[src/rtl/note_history_display.sv]
// Four-symbol scrolling note history for the seven-segment driver, with a
// follow-on accidental symbol, a saturating note counter, idle-timeout and clear blanking.
module note_history_display #(
  parameter int unsigned IDLE_CYCLES = 200000000,
  parameter int unsigned CNT_W       = 28
) (
  input  logic        clk,
  input  logic        rst,
  input  logic        note_valid,
  input  logic [2:0]  note_idx,
  input  logic [1:0]  accidental,
  input  logic        clear,
  output logic        note_ready,
  output logic [15:0] nums,
  output logic        blank,
  output logic [7:0]  note_count
);

  localparam logic [0:0]       S_IDLE    = 1'b0;
  localparam logic [0:0]       S_ACC     = 1'b1;
  localparam logic [15:0]      DASHES    = 16'h9999;
  localparam logic [3:0]       SYM_SHARP = 4'd7;
  localparam logic [3:0]       SYM_FLAT  = 4'd8;
  localparam logic [CNT_W-1:0] IDLE_LAST = CNT_W'(IDLE_CYCLES - 1);

  logic [0:0]       state;
  logic [0:0]       state_next;
  logic [3:0]       acc_sym;
  logic [CNT_W-1:0] idle_cnt;
  logic             accept;
  logic             push;
  logic             timeout;
  logic [3:0]       push_sym;

  assign note_ready = (state == S_IDLE);

  // Next state plus the push/timeout decisions for this edge
  always_comb begin
    state_next = state;
    accept     = 1'b0;
    push       = 1'b0;
    push_sym   = 4'd0;
    timeout    = 1'b0;
    case (state)
      S_IDLE: begin
        accept = note_valid && (note_idx != 3'd7);
        if (accept) begin
          push     = 1'b1;
          push_sym = {1'b0, note_idx};
          if (accidental == 2'd1 || accidental == 2'd2) state_next = S_ACC;
        end else if (!blank && idle_cnt == IDLE_LAST) begin
          timeout = 1'b1;
        end
      end
      S_ACC: begin
        push       = 1'b1;
        push_sym   = acc_sym;
        state_next = S_IDLE;
      end
      default: state_next = S_IDLE;
    endcase
    if (clear) state_next = S_IDLE;
  end

  always_ff @(posedge clk or posedge rst) begin
    if (rst) state <= S_IDLE;
    else     state <= state_next;
  end

  // History shift register, blank flag, idle counter and note counter
  always_ff @(posedge clk or posedge rst) begin
    if (rst) begin
      nums       <= DASHES;
      blank      <= 1'b1;
      note_count <= 8'd0;
      idle_cnt   <= '0;
      acc_sym    <= SYM_SHARP;
    end else if (clear) begin
      nums       <= DASHES;
      blank      <= 1'b1;
      note_count <= 8'd0;
      idle_cnt   <= '0;
    end else begin
      if (push) begin
        nums     <= {nums[11:0], push_sym};
        blank    <= 1'b0;
        idle_cnt <= '0;
      end else if (timeout) begin
        nums     <= DASHES;
        blank    <= 1'b1;
        idle_cnt <= '0;
      end else if (!blank) begin
        idle_cnt <= idle_cnt + CNT_W'(1);
      end
      if (accept) begin
        if (note_count != 8'hFF) note_count <= note_count + 8'd1;
        acc_sym <= (accidental == 2'd2) ? SYM_FLAT : SYM_SHARP;
      end
    end
  end

endmodule

[config.mk]
export PLATFORM = sky130hd
export DESIGN_NAME = note_history_display
export DESIGN_NICKNAME = d
export VERILOG_FILES = /design/src/rtl/note_history_display.sv
export SDC_FILE = /design/constraint.sdc
export NUM_CORES = 1
export LEC_CHECK = 0
export CORE_MARGIN = 2
export CORE_UTILIZATION = 45
export DETAILED_ROUTE_END_ITERATION = 6
export MAX_ROUTING_LAYER = met4
export PLACE_DENSITY_LB_ADDON = 0.2
export SLEW_MARGIN = 40
export SYNTH_ARGS = -nofsm -noshare
export SYNTH_HDL_FRONTEND = slang
export SYNTH_SLANG_ARGS = --single-unit
[constraint.sdc]
create_clock -name clk -period 4.8 [get_ports clk]
set_input_delay 0.72 -clock clk [delete_from_list [all_inputs] [get_ports clk]]
set_output_delay 0.72 -clock clk [all_outputs]
set_load 0.005 [all_outputs]
Yosys cells after proc, flatten, opt, wreduce, memory -nomap -nowiden

Cells that the tools add are included.

Flip-flop bits (word level): 58
Bits of input ports: 9

Add/subtract/negate cells: 2
Reductions and logical operators: 9
Eq/ne operators: 6
Multiplexer cells: 26
Bitwise operators: 2

Operators by type and width:

| operator                | number |
|---|---|
| $mux W28                | 4 |
| $mux W16                | 3 |
| $add A28 B1 Y28 const B | 1 |
| $eq A28 B28 Y1 const B  | 1 |
| $mux W8                 | 3 |
| $mux W1                 | 11 |
| $add A8 B1 Y8 const B   | 1 |
| $ne A8 B8 Y1 const B    | 1 |
| $pmux W4 S2             | 1 |
| $mux W4                 | 1 |
| $ne A4 B2 Y1 const B    | 1 |
| $pmux W1 S2             | 2 |
| $reduce_and A2 Y1       | 2 |
| $reduce_bool A2 Y1      | 2 |
| $mux W3                 | 1 |
| $ne A3 B3 Y1 const B    | 1 |
| $reduce_bool A3 Y1      | 1 |
| $eq A2 B1 Y1 const B    | 1 |
| $eq A2 B2 Y1 const B    | 1 |
| $logic_and A1 B1 Y1     | 2 |
| $not A1 Y1              | 2 |
| $logic_not A1 Y1        | 1 |
| $logic_or A1 B1 Y1      | 1 |

Longest topological paths before layout

Gate-level depths: netlist of the first run.

Word-level depth: 8
Mapped depth: 7
Depth with buffers taken out: 6

Worst setup path after synthesis of the first run

Ideal clock, no wire load.

Kind: in2reg
Start: input note_idx[2]
End: register idle_cnt[27]
Path slack: 2.782 ns
Stages: 6
Setup time: 0.077 ns
Arrival: 1.940 ns
Required time: 4.723 ns
Cells stage by stage: and3_1 > o21ai_1 > nand2b_1 > buf_4 > or4_1 > a21oi_1

Word-level cells in the longest chain between the ends: 7
Elaborated cells between the ends (all ways): 10
Those cells by class: 2 x eq/ne; 7 x mux; 1 x reduce/logical

Ends and longest elaborated chain:

| item                  | line | source |
|---|---|---|
| start, declared       | 10   | `input logic [2:0] note_idx,` |
| $ne A3 B3 Y1 *        | 46   | `accept = note_valid && (note_idx != 3'd7);` |
| $logic_and A1 B1 Y1 * | 46   |  |
| $mux W1               | 47   | `if (accept) begin` |
| $mux W1               | 44   | `case (state)` |
| $mux W28              | 88   | `end else if (timeout) begin` |
| $mux W28              | 84   | `if (push) begin` |
| $mux W28              | 78   | `end else if (clear) begin` |
| end signal, assigned  | 93   | `idle_cnt <= idle_cnt + CNT_W'(1);` |
| end, declared         | 29   | `logic [CNT_W-1:0] idle_cnt;` |

Every way passes the cells marked *; elsewhere a longest branch is shown, timed or not.
A chain may end at the register's enable or synchronous reset.

Worst setup path after layout of the first run

Start: input clear
End: register idle_cnt[27]

Word-level cells in the longest chain between the ends: 1
Elaborated cells between the ends (all ways): 2
Those cells by class: 1 x eq/ne; 1 x mux

Ends and longest elaborated chain:

| item                                               | line | source |
|---|---|---|
| start, declared                                    | 12   | `input logic clear,` |
| $ne A4 B2 Y1 (no line) or $mux W28 (tied branches) | -    |  |

Parallel ways exist; a longest one is shown, timed or not.

==> results of run 1 <==
==> power breakdown <==
group / switching, µW / internal [µW] / leakage, µW
logic: 45.5 / 39.4 / 0.000446
clock network: 162 / 107 / 0.0000452
registers: 14.8 / 489 / 0.000743
==> worst max-delay path, stage by stage <==
cell and delay [ps]:
clkdlybuf4s50_1 770, nor3b_1 120, o21ai_1 280, nand2b_1 300, or4_1 540, a21oi_1 150
==> metal layers <==
layer,wire (µm),track usage,share of wire
met1,2817,0.2647,0.48
met2,2845,0.3153,0.48
met3,211,0.03913,0.036
met4,57,0.04590,0.0096
met5,0,-,0
==> state kept, by name (all words and copies together), names as in the netlist <==
| register | flops |
|---|---|
| blank | 1 |
| idle_cnt | 28 |
| state | 1 |
| nums | 16 |
| acc_sym | 2 |
| note_count | 8 |
==> synth_stat cells (2+ instances only) <==
cell        n
and3_1      3
nor2_1     32
nand2_1    22
nor4b_1     2
o31ai_1     3
nand4_1     8
and4_1      2
or2_1       2
mux2i_1     3
dfstp_2    10
or4_1       4
mux2_2      3
o2bb2ai_1   2
buf_2       3
ha_1        3
clkbuf_1    3
o21ai_0     4
xor2_1      6
inv_1       6
nor3_1      9
nand3_1    13
and2_1      3
xnor2_1    18
nor4_1     11
nand3b_1    2
nand2b_1    4
a22o_1      6
o31a_1      2
a21oi_1     9
dfrtp_1    46
o22a_1      7
or3_1       3
==> cell families (layout without fill, tap and decap cells) <==
family / after synthesis / in the layout / share of synthesized area
AO/OA/AOI/OAI: 39 / 39 / 0.1018
flip-flops: 56 / 56 / 0.5070
adder cells (fa/ha/maj): 3 / 3 / 0.01346
buffers and inverters: 14 / 50 / 0.02422
AND/OR/NAND/NOR: 131 / 131 / 0.2553
XOR/XNOR: 24 / 24 / 0.07537
multiplexers: 6 / 6 / 0.02288
==> how the worst max path moves through the flow <==
| stage | startpoint | to | cells past startpoint |
|---|---|---|---|
| floorplan | rst | acc_sym[3]$_DFFE_PP0P_ | 1 |
| global placement | clear | idle_cnt[23]$_DFFE_PP0P_ | 6 |
| detailed placement | clear | idle_cnt[27]$_DFFE_PP0P_ | 6 |
| CTS | clear | idle_cnt[27]$_DFFE_PP0P_ | 6 |
| global route | clear | idle_cnt[22]$_DFFE_PP0P_ | 7 |
| finish | clear | idle_cnt[27]$_DFFE_PP0P_ | 6 |
==> per-stage QoR <==
stage	std cells	hold WS, ps	total power, µW	util
3_5_place_dp	376	497.3	598.4	0.5366
4_1_cts	384	514.0	867.8	0.5523
5_1_grt	384	526.0	894.2	0.5523
6_report	384	510.1	856.6	0.5523
3_3_place_gp	376	488.2	596.6	0.5361
2_1_floorplan	273	470.3	554.7	-
==> area by class of cell <==
| cell class | instances | area [µm²] |
|---|---|---|
| clock buffer | 5 | 68.82 |
| multi-input combinational | 203 | 1308 |
| timing repair buffer | 36 | 355.3 |
| clock inverter | 3 | 25.02 |
| fill | 558 | 2666 |
| tap | 75 | 93.84 |
| inverter | 6 | 25.02 |
| sequential | 56 | 1414 |
==> summary.md, run 1 <==
| Metric | Value |
|---|---|
| Status | `completed` |
| Final Skew | `about 15 ps` |
| Clock sink count | `56` |
| Commonest non-fill, non-tap cells in the layout | `46 x dfrtp_1, 34 x clkdlybuf4s50_1, 32 x nor2_1, 22 x nand2_1, 18 x xnor2_1` |
| CTS tree | `yes` |
| Detail Route Antenna Nets | `0` |
| Area leader, netlist | `dfrtp_1` |
| Power per Cell Area | `260.4 mW/mm²` |
| Nature of the critical path endpoint | `flip-flop` |
| Commonest non-fill, non-tap cell in the layout | `dfrtp_1` |
| Final Setup Violations | `0` |
| Vias in the first global route | `2042` |
| Final Hold Vio Count | `0` |
| Layout cells sized above 1 | `0.1036` |
| Upper clock frequency limit | `0.3769 GHz` |
| EDFF count, synth | `0` |
| DR vias/cell | `about 5.5` |
| Critical Path RT | `5040 ps` |
| Hold Crit Class | `reg2reg` |
| Critical path arrival | `2900 ps` |
| Max-cap viol count | `0` |
| Rows | `28` |
| DRT Wirelength | `slightly below 6 mm` |
| Peak VDD IR | `about 130 µV` |
| GP Congestion | `0.8647` |
| Reg-to-Reg End | `nums[4]$_DFFE_PP1P_` |
| Die width | `82.73 µm` |
| DRT iter0 DRCs | `roughly 120` |
| Min cycle time layout | `roughly 2700 ps` |
| Pin count of the biggest net entering global routing | `42` |
| H-Tree Depth | `2` |
| Starting Density | `0.4683` |
| WL per Instance | `15.44 µm` |
| Antenna diode count | `0` |
| Least-Margin Pin Slew | `approximately 760 ps` |
| HP Start | `acc_sym[2]$_DFFE_PP1P_` |
| First-pass GRT wire length | `9.984 mm` |
| Worst setup margin | `approximately 2100 ps` |
| DR DRC count | `0` |
| Cell Area, Placed | `0.003196 mm²` |
| Grt total ovfl | `0` |
| Synth top area cells | `dfrtp_1 41%, dfstp_2 9.4%, xnor2_1 5.7%` |
| Skew-Pair Late Insertion Delay | `320 ps` |
| Total GRT Usage | `0.1985` |
| Count of pins over their slew limit | `0` |
| Initial antenna violation count | `0` |
| CP Class | `in2reg` |
| Setup TNS | `0 ps` |
| Cell variety after synth | `51` |
| Avg Cell Area, Syn | `10.22 µm²` |
| IO Count | `35` |
| Clock Tree Root | `clkbuf_8` |
| YS warnings | `0` |
| Post-CTS Hold Fix Bufs | `0` |
| Number of setup buffers added after CTS | `0` |
| Pre-antenna DRT Iters | `4` |
| Die ar. | `0.006843 mm²` |
| Top FF cell, synth | `dfrtp_1` |
| Synth top area share | `0.4127` |
| Crit-path max FO | `14` |
| Leakage | `0.001234 µW` |
| Total core area | `0.005956 mm²` |
| Hold endpoint | `acc_sym[2]$_DFFE_PP1P_` |
| R2R Path Start | `idle_cnt[10]$_DFFE_PP0P_` |
| Clock slew at reported path FFs | `110 ps` |
| Post-detail-place hpwl | `4.257 mm` |
| CP startpoint kind | `input pin` |
| DP Worst Slack | `between 1500 and 2000 ps` |
| Final instance area | `0.003289 mm²` |
| Clock Path Buffers | `2` |
| CTS Buf Count | `5` |
| Sequential area share after synthesis | `0.5070` |
| Syn_nets | `285` |
| Asr flop ratio synth | `1.000` |
| Area grow syn2layout | `17.95%` |
| R2R depth | `5` |
| Final Cycle Share | `0.5527` |
| Mapped Cells | `273` |
| Max transition margin | `0.4907` |
| RSZ-0062 raised after global routing | `false` |
| # resized after CTS | `0` |
| Nets@finish | `320` |
| Die Y-Extent | `82.73 µm` |
| Port Buf Inserts | `34` |
| Reg2reg setup slack | `approximately 2200 ps` |
| Synthesized cell area | `0.002789 mm²` |
| Vias | `2123` |
| Synth Register Bits | `between 50 and 60` |
| Hold depth | `2` |
(Power assumes the default switching activity.)
==> run 2, diff against run 1 <==
==> constraint.sdc (replaced) <==
create_clock -name clk -period 2.3 [get_ports clk]
set_input_delay 0.345 -clock clk [delete_from_list [all_inputs] [get_ports clk]]
set_output_delay 0.345 -clock clk [all_outputs]
set_load 0.005 [all_outputs]
==> summary.md, run 2 (synthesis gave the netlist of run 1 again) <==
| Metric | Value |
|---|---|
| DR vias/cell | `5.542 (+0.25%)` |
| Nature of the critical path endpoint | `flip-flop` |
| Commonest non-fill, non-tap cell in the layout | `dfrtp_1` |
| Setup TNS | `0 ps (unchanged)` |
| Final Non-Filler Cells | `402 (+4.7%)` |
| Biggest registers after layout | `idle_cnt x28, nums x16, note_count x8` |
| Critical path arrival | `2320 ps (-580 ps)` |
| Final Cycle Share | `0.9244` |
| Rows | `28 (unchanged)` |
| DRT Wirelength | `6.048 mm (+2.0%)` |
| GP Congestion | `0.9001 (+4.1%)` |
| Hold Crit Class | `in2async` |
| Critical Path RT | `2490 ps (-2550 ps)` |
| H-Tree Depth | `2 (unchanged)` |
| Net Switching | `445.0 µW (+100%)` |
| IO Count | `35 (unchanged)` |
| Post-CTS Hold Fix Bufs | `0 (unchanged)` |
| Clock sink count | `56 (unchanged)` |
| Clock slew at reported path FFs | `100 ps (about the same)` |
| Top delay family on crit path | `simple AND/OR/NAND/NOR gates` |
| Least-Margin Pin Slew | `538.2 ps (-225.7 ps)` |
| Final Skew | `8.783 ps (-6.588 ps)` |
| Total core area | `0.005956 mm² (unchanged)` |
| CTS Buf Count | `5 (unchanged)` |
| Min cycle time layout | `2126 ps` |
| # resized after CTS | `0 (unchanged)` |
| CP cell instances | `nand3_2, or3_1, or2_1, nor4_1, mux2_2` |
| Final core occ | `0.5834 (+0.03109)` |
| Power per Cell Area | `552.8 mW/mm² (+110%)` |
| Biggest register | `idle_cnt` |
| Layout cells sized above 1 | `0.1529 (+0.04935)` |
| Max FFs per register | `28 (unchanged)` |
| Die width | `82.73 µm (unchanged)` |
| Upper clock frequency limit | `0.4704 GHz` |
| Count of pins over their slew limit | `0 (unchanged)` |
| Commonest non-fill, non-tap cells in the layout | `46 x dfrtp_1, 34 x clkdlybuf4s50_1, 32 x nor2_1, 22 x nand2_1` |
| Clock share of power | `0.350 (+0.037)` |
| Starting Density | `0.4683 (unchanged)` |
| Placed Cells | `394 (+4.8%)` |
| Status | `completed` |
| Post-detail-place hpwl | `4.365 mm (+2.5%)` |
| Vias | `2228 (+4.9%)` |
| DR DRC count | `0 (unchanged)` |
| Crit-path max FO | `11 (-3)` |
| RSZ-0062 raised after global routing | `false` |
| Die ar. | `0.006843 mm² (unchanged)` |
| First-pass GRT wire length | `10.36 mm (+3.7%)` |
| Initial antenna violation count | `0 (unchanged)` |
| Sw Share | `0.2317 (-0.02732)` |
| Internal power | `1476 µW (+130%)` |
| CP startpoint kind | `flip-flop` |
| Pin count of the biggest net entering global routing | `57 (+36%)` |
| Max transition margin | `0.6399 (+0.1492)` |
| Antenna diode count | `0 (unchanged)` |
| Clock Path Buffers | `2 (unchanged)` |
| WL per Instance | `15.04 µm (-2.6%)` |
| Number of setup buffers added after CTS | `0 (unchanged)` |
| Hold Slack | `400.8 ps (-109.3 ps)` |
| Port Buf Inserts | `34 (unchanged)` |
| Power, Total | `1921 µW (+120%)` |
| Nets@finish | `338 (+5.6%)` |
| Clock Tree Root | `clkbuf_8` |
| Leakage | `0.001346 µW (+9.0%)` |
| Flop pwr share | `0.544 (-0.044)` |
| Max-cap viol count | `0 (unchanged)` |
| Total GRT Usage | `0.2020 (+0.003474)` |
| CTS tree | `yes` |
| Area grow syn2layout | `24.58%` |
| Final Hold Vio Count | `0 (unchanged)` |
| Grt total ovfl | `0 (unchanged)` |
| Slowest CP cell | `dfrtp_1` |
| Detail Route Antenna Nets | `0 (unchanged)` |
| CP Class | `reg2reg` |
| Buf+Inv Stages, Crit Path | `0 (-1)` |
| Combinational share of power | `0.106 (+0.007)` |
| Pre-antenna DRT Iters | `4 (unchanged)` |
| Skew-Pair Late Insertion Delay | `300 ps (-20 ps)` |
| Die Y-Extent | `82.73 µm (unchanged)` |
| # fillers | `528 (-5.4%)` |
| Vias in the first global route | `2187 (+7.1%)` |
| DRT iter0 DRCs | `150 (+29%)` |
| Peak VDD IR | `311.0 µV (+130%)` |
| Slowest stage delay, CP | `450 ps (-320 ps)` |
| Final Setup Violations | `0 (unchanged)` |
run 2: worst register-to-register path: stages, from the launching register on:
cell and delay [ps]:
dfrtp_1 450, nand3_2 130, or3_1 370, or2_1 350, nor4_1 340, mux2_2 380
run 2: power by group through the flow:
stage	Clock, µW	Sequential, µW	Combinational, µW
floorplan	0	1060	98.4
global placement	0	1060	203
detailed placement	0	1060	205
CTS	701	1040	207
global route	733	1050	226
finish	673	1040	203
run 2: final timing paths:
path | slack [ps] | start | cells after the start | end
max | 170 | idle_cnt[10]$_DFFE_PP0P_ | 5 | idle_cnt[23]$_DFFE_PP0P_
min | 400 | rst | 3 | note_count[6]$_DFFE_PP0P_
max reg2reg | 170 | idle_cnt[10]$_DFFE_PP0P_ | 5 | idle_cnt[23]$_DFFE_PP0P_
min reg2reg | 520 | nums[14]$_DFFE_PP0P_ | 1 | nums[14]$_DFFE_PP0P_
max in group asynchronous | 1610 | rst | 3 | blank$_DFFE_PP1P_
min in group clk | 520 | nums[14]$_DFFE_PP0P_ | 1 | nums[14]$_DFFE_PP0P_
run 2: metrics by stage:
stage / setup slack (ps) / cell area, µm²
6_report: 174.0 / 3475
3_3_place_gp: 156.5 / 3353
3_5_place_dp: 51.12 / 3353
2_1_floorplan: 352.1 / 2789
5_1_grt: 53.18 / 3475
4_1_cts: 187.4 / 3475
run 2: layout make-up:
class / instances / area [µm²] / share of cell area
Clock buffer: 6 / 82.58 / 0.02377
Clock inverter: 2 / 38.79 / 0.01116
Inverter: 6 / 22.52 / 0.006482
Multi-Input combinational cell: 203 / 1308 / 0.3763
Sequential cell: 56 / 1414 / 0.4069
Tap cell: 75 / 93.84 / 0.02701
Timing Repair Buffer: 54 / 515.5 / 0.1484
run 2: layer usage:
layer	part of all wire	vias to the layer above	GRT usage
met2	0.47	51	0.2992
met5	0	-	-
met1	0.48	1081	0.2873
li1	-	1088	-
met3	0.037	8	0.03587
met4	0.010	0	0.05410
